[src/rtl/train_sync_pkg.sv]
// Shared types and the condition table for train_condition_sync.
// Each table entry selects a sensor mask and how that mask is evaluated.
package train_sync_pkg;

  localparam int TABLE_SENSORS = 6;
  localparam int TABLE_SEL_W   = 4;
  localparam int TABLE_SIZE    = 2 ** TABLE_SEL_W;

  typedef enum logic [1:0] {
    ANY   = 2'd0,
    NONE  = 2'd1,
    TIMER = 2'd2
  } cond_mode_t;

  typedef struct packed {
    cond_mode_t                 mode;
    logic [TABLE_SENSORS-1:0]   mask;
  } cond_entry_t;

  typedef enum logic [1:0] {
    IDLE       = 2'd0,
    ARMED      = 2'd1,
    FIRED      = 2'd2,
    WAIT_CLEAR = 2'd3
  } fsm_state_t;

  typedef cond_entry_t [TABLE_SIZE-1:0] cond_table_t;

  // Mask bit 0 is sensor S1, bit 5 is S6.
  function automatic cond_table_t buildCondTable();
    cond_table_t t;
    t     = '0;
    t[0]  = '{mode: ANY,   mask: 6'b100001};
    t[1]  = '{mode: ANY,   mask: 6'b010010};
    t[2]  = '{mode: TIMER, mask: 6'b000000};
    t[3]  = '{mode: TIMER, mask: 6'b000000};
    t[4]  = '{mode: TIMER, mask: 6'b000000};
    t[5]  = '{mode: TIMER, mask: 6'b000000};
    t[6]  = '{mode: ANY,   mask: 6'b000100};
    t[7]  = '{mode: ANY,   mask: 6'b001000};
    t[8]  = '{mode: ANY,   mask: 6'b001000};
    t[9]  = '{mode: ANY,   mask: 6'b000100};
    t[10] = '{mode: NONE,  mask: 6'b001111};
    t[11] = '{mode: NONE,  mask: 6'b111100};
    t[12] = '{mode: ANY,   mask: 6'b100000};
    t[13] = '{mode: ANY,   mask: 6'b000001};
    t[14] = '{mode: ANY,   mask: 6'b100000};
    t[15] = '{mode: ANY,   mask: 6'b000001};
    return t;
  endfunction

  localparam cond_table_t COND_TABLE = buildCondTable();

  function automatic logic evalCondition(
    input cond_entry_t              entry,
    input logic [TABLE_SENSORS-1:0] sens,
    input logic                     timerExp
  );
    case (entry.mode)
      ANY:     return |(sens & entry.mask);
      NONE:    return ~|(sens & entry.mask);
      TIMER:   return timerExp;
      default: return 1'b0;
    endcase
  endfunction

endpackage

[src/rtl/train_condition_sync_debounce.sv]
// Per-bit two-flop synchroniser, followed by a stability counter when the
// DEBOUNCE_EN macro is defined (otherwise the synchroniser output is used directly).
module sensor_debounce
`ifdef DEBOUNCE_EN
#(
  parameter int DEBOUNCE_CYCLES = 16
)
`endif
(
  input  logic CLK,
  input  logic RESET_N,
  input  logic rawIn,
  output logic cleanOut
);

  logic metaQ;
  logic syncQ;

  // NOTE: every flop here is a state element, so it uses <=; mixing in a
  // blocking assignment would let syncQ see this cycle's metaQ and collapse
  // the two stages into one.
  always_ff @(posedge CLK or negedge RESET_N) begin
    if (!RESET_N) begin
      metaQ <= 1'b0;
      syncQ <= 1'b0;
    end else begin
      metaQ <= rawIn;
      syncQ <= metaQ;
    end
  end

`ifdef DEBOUNCE_EN
  localparam int CNT_W = (DEBOUNCE_CYCLES > 1) ? $clog2(DEBOUNCE_CYCLES) : 1;
  localparam logic [CNT_W-1:0] CNT_LAST = CNT_W'(DEBOUNCE_CYCLES - 1);

  logic [CNT_W-1:0] stableCnt;
  logic             cleanQ;

  // Count cycles where the synced value disagrees with the clean one; any
  // agreement (a glitch ending) restarts the count.
  always_ff @(posedge CLK or negedge RESET_N) begin
    if (!RESET_N) begin
      stableCnt <= '0;
      cleanQ    <= 1'b0;
    end else if (syncQ == cleanQ) begin
      stableCnt <= '0;
    end else if (stableCnt == CNT_LAST) begin
      stableCnt <= '0;
      cleanQ    <= syncQ;
    end else begin
      stableCnt <= stableCnt + CNT_W'(1);
    end
  end

  assign cleanOut = cleanQ;
`else
  assign cleanOut = syncQ;
`endif

endmodule

[src/rtl/train_condition_sync.sv]
// Condition synchroniser between track sensors and the train controller FSM.
// Optional sensor debouncing is built when the DEBOUNCE_EN macro is defined.
module train_condition_sync
  import train_sync_pkg::*;
#(
  parameter int NUM_SENSORS = TABLE_SENSORS,
  parameter int SEL_W       = TABLE_SEL_W,
  parameter int TIMER_W     = 16
`ifdef DEBOUNCE_EN
  ,
  parameter int DEBOUNCE_CYCLES = 16
`endif
) (
  input  logic                   CLK,
  input  logic                   RESET_N,
  input  logic [NUM_SENSORS-1:0] S,
  input  logic [SEL_W-1:0]       Selector,
  input  logic                   Enable,
  input  logic [TIMER_W-1:0]     TIMER_LOAD,
  input  logic                   ACK,
  output logic                   Y,
  output logic                   EVENT,
  output logic [NUM_SENSORS-1:0] SENS_CLEAN,
  output logic                   TIMER_EXP
);

  for (genvar i = 0; i < NUM_SENSORS; i++) begin : gSensor
`ifdef DEBOUNCE_EN
    sensor_debounce #(
      .DEBOUNCE_CYCLES(DEBOUNCE_CYCLES)
    ) uSensor (
      .CLK     (CLK),
      .RESET_N (RESET_N),
      .rawIn   (S[i]),
      .cleanOut(SENS_CLEAN[i])
    );
`else
    sensor_debounce uSensor (
      .CLK     (CLK),
      .RESET_N (RESET_N),
      .rawIn   (S[i]),
      .cleanOut(SENS_CLEAN[i])
    );
`endif
  end

  fsm_state_t       stateQ;
  fsm_state_t       stateD;
  logic             ackAccepted;
  logic             enterArmed;
  logic [SEL_W-1:0] selQ;
  logic             selChanged;
  logic             timerReload;
  logic [TIMER_W-1:0] timerCnt;
  logic [TIMER_W-1:0] timerCntNext;
  logic             timerExpQ;
  cond_entry_t      activeEntry;
  logic             condNow;
  logic             yQ;

  // NOTE: each always_comb output gets a default before any branch, so no
  // path can leave it unassigned and infer a latch.
  always_comb begin
    stateD      = stateQ;
    ackAccepted = 1'b0;
    if (!Enable) begin
      stateD = IDLE;
    end else begin
      case (stateQ)
        IDLE:       stateD = ARMED;
        ARMED:      if (yQ) stateD = FIRED;
        FIRED: begin
          if (ACK) begin
            stateD      = WAIT_CLEAR;
            ackAccepted = 1'b1;
          end
        end
        WAIT_CLEAR: if (!yQ) stateD = ARMED;
        default:    stateD = IDLE;
      endcase
    end
  end

  assign enterArmed  = (stateD == ARMED) && (stateQ != ARMED);
  assign selChanged  = (Selector != selQ);
  assign timerReload = selChanged || enterArmed || ackAccepted;

  always_comb begin
    timerCntNext = timerCnt;
    if (timerReload) begin
      timerCntNext = TIMER_LOAD;
    end else if (timerCnt != '0) begin
      timerCntNext = timerCnt - TIMER_W'(1);
    end
  end

  // The expiry flag is registered from the next count so it matches
  // (timerCnt == 0) in every cycle while still reading 0 during reset.
  always_ff @(posedge CLK or negedge RESET_N) begin
    if (!RESET_N) begin
      stateQ    <= IDLE;
      selQ      <= '0;
      timerCnt  <= '0;
      timerExpQ <= 1'b0;
      yQ        <= 1'b0;
    end else begin
      stateQ    <= stateD;
      selQ      <= Selector;
      timerCnt  <= timerCntNext;
      timerExpQ <= (timerCntNext == '0);
      yQ        <= condNow;
    end
  end

  assign activeEntry = COND_TABLE[Selector];
  assign condNow     = evalCondition(activeEntry, SENS_CLEAN, timerExpQ);

  assign Y         = yQ;
  assign EVENT     = (stateQ == FIRED);
  assign TIMER_EXP = timerExpQ;

endmodule
[config.mk]
export PLATFORM = sky130hd
export DESIGN_NAME = train_condition_sync
export DESIGN_NICKNAME = d
export VERILOG_FILES = /design/src/rtl/train_sync_pkg.sv /design/src/rtl/train_condition_sync_debounce.sv /design/src/rtl/train_condition_sync.sv
export SDC_FILE = /design/constraint.sdc
export NUM_CORES = 1
export LEC_CHECK = 0
export CORE_ASPECT_RATIO = 0.5
export CORE_MARGIN = 2
export CORE_UTILIZATION = 51
export CTS_CLUSTER_DIAMETER = 120
export DETAILED_ROUTE_END_ITERATION = 8
export PLACE_DENSITY_LB_ADDON = 0.25
export REMOVE_ABC_BUFFERS = 1
export SLEW_MARGIN = 20
export SYNTH_ARGS = -nofsm -noshare
export SYNTH_HDL_FRONTEND = slang
export SYNTH_SLANG_ARGS = --single-unit
[constraint.sdc]
create_clock -name CLK -period 3.47 [get_ports CLK]
set_input_delay 0.8675 -clock CLK [delete_from_list [all_inputs] [get_ports CLK]]
set_output_delay 0.8675 -clock CLK [all_outputs]
set_load 0.005 [all_outputs]
==> impl_results.md <==
* Clock transition at path regs at 0.07 ns
* Final worst setup slack at 0.375 ns
* Clock sink count at 36
* Final Hold Viols at 0
* Multi-input gate area at 906 sq um
* CP Cell Sequence: clkdlybuf4s50_1 > xnor2_1 > nand4_1 > a21oi_2 > mux2_2 > or4_4 > nor4_2 > and3_1
* Worst EP required at 3.69 ns
* Pwr dens at 405 nW/um^2
* Max Freq at 323 MHz
* Clock Tree Buf Depth at 2
* Layout cell share with drive strength beyond 1 at 11.8%
* CP Data Arrival Time at 3.32 ns
* Slew HR at 69.1%
* Final net count at 253
* Critical Path Max Stage Delay at 0.61 ns
* Worst Path Max Fanout at 7
* Cts hold-fix bufs at 0
* Sequential share of power at 48.2%
* DRT Wirelength at 3.77 mm
* R2R Path End: TIMER_EXP
* Antenna violations before repair at 0
* Synth Instances at 184
* Routed via count at 1455
* Post-synth top flop: dfrtp_1
* Drt via density at 5.37
* Port-buffer cells at 38
* Synth unique cells at 47
* Switch share at 24.5%
* Slew at the pin closest to its max-slew limit at 0.451 ns
* Post-synth top area share at 47.0%
* FFs w/ async S/R, synth at 100%
* # DRC at 0
* Root Driver: clkbuf_8
* Die height at 47.3 microns
* Fillcell total at 278
* Worst r2r src: timerCnt[0]
* Total CTS buffers at 5
* PostCTS Resize Cnt at 0
* First-pass GRT wire length at 6.21 mm
* Worst Setup EP: TIMER_EXP
* I/O pin total at 39
* GR Util All Layers at 19.2%
* Hpwl dp at 2.78 mm
* Pwr Total at 0.983 mW
* Netlist Area Pre-Place at 1920 sq um
* Worst R2R Path Depth at 9
* Num rows at 15
* Core Area at 3510 sq um
* 1st-pass router iterations at 4
* Final setup fails at 0
* Final antenna-violating net count at 0
* First DRT Iteration DRCs at 74
* Int Pwr at 0.742 mW
* Pins Over Slew Limit at 0
* Clk_skew at 0.00644 ns
* Die area at 4290 sq um
* Reg2Reg Setup Slack at 0.52 ns
* Crit. Startpoint: Selector[2]
* Maximum vdd drop at 207 uV
* Most frequent cells in the layout: 38 x clkdlybuf4s50_1, 36 x dfrtp_1, 16 x nor2_1, 11 x a21oi_1, 8 x xnor2_1
* RSZ-0062 raised after global routing: no
* Largest net degree at the start of global routing at 37
* Crit. End Element: flip-flop
* Post-CTS setup buffer count at 0
* CP Launch Type: input pin
* Register area at 901 sq um
* Post-layout util at 69.1%
* Register area share after synthesis at 47.0%
* Crit path time final at 3.10 ns
* Top cells by area, synth: dfrtp_1 47%, xnor2_1 3.7%, a21oi_1 3.1%
* Hold crit path type: reg2reg
* Status: complete, no violations
* Clk_lat worst skew at 0.28 ns
* CP max stage cell: clkdlybuf4s50_1
* GPL Wtd Cong at 0.850
* Period utilization at 89.2%
* Clock power frac at 36.7%
* Area growth, synth to finish at 26.6%
* Post-synth EDFFs at 0
* Commonest non-fill, non-tap cell in the layout: clkdlybuf4s50_1
* Kind of critical path: in2reg
* Share of power burned in combinational logic at 15.1%
* Synth warn at 0
* Max_cap viols at 0
* Syn Area/Cell at 10.4 sq um
* Remaining global-route overflow at 0
* Die X at 90.7 microns
* Vias in the first global route at 1349
* TritonCTS clock tree: done
* Sw Pwr at 0.240 mW
* N_diodes at 0
* Pre-CTS setup slack at 0.0947 ns
* Post-synthesis register bit count at 36
* Static leakage at 0.969 nW
* Starting Density at 54.6%
* Routed WL per cell at 13.9 microns
* Area leader, netlist: dfrtp_1
* Htree depth at 2
## registers in the layout, indices dropped and copies added (netlist names)
register	cells
TIMER_EXP	1
stateQ	2
Y	1
selQ	4
gSensor.uSensor.cleanOut	6
gSensor.uSensor.metaQ	6
timerCnt	16
## per-layer routing
metal  vias up  track usage [%]  share of wire [%]
met2        40             31.2                 45
met3         4             5.94                5.6
met1       685             25.5                 48
li1        726                -                  -
met5         -                0                  0
met4         0             6.46                1.0
## how the worst min path moves through the flow
stage	from	endpoint	cells past startpoint
3_3_place_gp	gSensor[2].uSensor.metaQ	gSensor[2].uSensor.cleanOut	0
3_5_place_dp	gSensor[3].uSensor.metaQ	gSensor[3].uSensor.cleanOut	0
2_1_floorplan	gSensor[0].uSensor.metaQ	gSensor[0].uSensor.cleanOut	0
6_report	gSensor[4].uSensor.metaQ	gSensor[4].uSensor.cleanOut	0
5_1_grt	gSensor[4].uSensor.metaQ	gSensor[4].uSensor.cleanOut	0
4_1_cts	gSensor[3].uSensor.metaQ	gSensor[3].uSensor.cleanOut	0
## cell families (layout without fill, tap and decap cells)
group | after synthesis | in the layout | share of synthesized area, %
and+or+nand+nor | 62 | 62 | 20.6
AOI/OAI and AO/OA | 37 | 37 | 12.0
DFF | 36 | 36 | 47.0
buffers and inverters | 22 | 58 | 5.88
xor gates and xnor gates | 12 | 12 | 5.49
muxes | 11 | 11 | 6.34
adders and majority gates | 4 | 4 | 2.61
## layout make-up
| type | instances | area share (%) |
|---|---|---|
| tap | 51 | 2.63 |
| inverter | 7 | 1.08 |
| clock buffer | 5 | 2.84 |
| clock inverter | 3 | 1.75 |
| multi-input combinational | 126 | 37.3 |
| timing repair buffer | 43 | 17.2 |
| sequential | 36 | 37.1 |
## stage by stage
step	cells	hold slack [ns]	cell area (sq um)	TNS, ns
5_1_grt	271	0.361	2430	0
6_report	271	0.350	2430	0
3_3_place_gp	263	0.332	2310	0
3_5_place_dp	263	0.336	2310	0
4_1_cts	271	0.353	2430	0
2_1_floorplan	169	0.331	1830	-0.118
## power by group through the flow
stage          sequential, mW  combinational, mW  clock (mW)
2_1_floorplan           0.476             0.0730           0
3_3_place_gp            0.479              0.146           0
3_5_place_dp            0.481              0.149           0
4_1_cts                 0.473              0.150       0.370
5_1_grt                 0.478              0.167       0.394
6_report                0.473              0.149       0.361
## Yosys cell counts (2+ instances only)
library cell,n
or4_1,7
nand2b_1,2
inv_1,7
xnor2_1,8
nor4_1,2
a31oi_1,2
buf_4,6
o21ai_1,3
or3_1,4
o21ai_0,6
o31ai_1,5
nor4_4,2
nand2_1,6
nor2_1,16
nor2b_1,2
nor3_1,5
clkbuf_1,7
nor4b_1,2
mux2i_1,5
xor2_1,4
a21oi_1,12
nor3b_1,2
ha_1,4
mux2_2,5
or4_4,2
nand4_1,2
dfrtp_1,36
## worst max-delay path, delay by kind of cell
kind | cells | cell delay [ns]
muxes | 1 | 0.40
xor gates and xnor gates | 1 | 0.15
AOI/OAI and AO/OA | 1 | 0.33
buffers and inverters | 1 | 0.61
and+or+nand+nor | 4 | 0.95
Note: power is estimated with default switching activity, not from simulation.
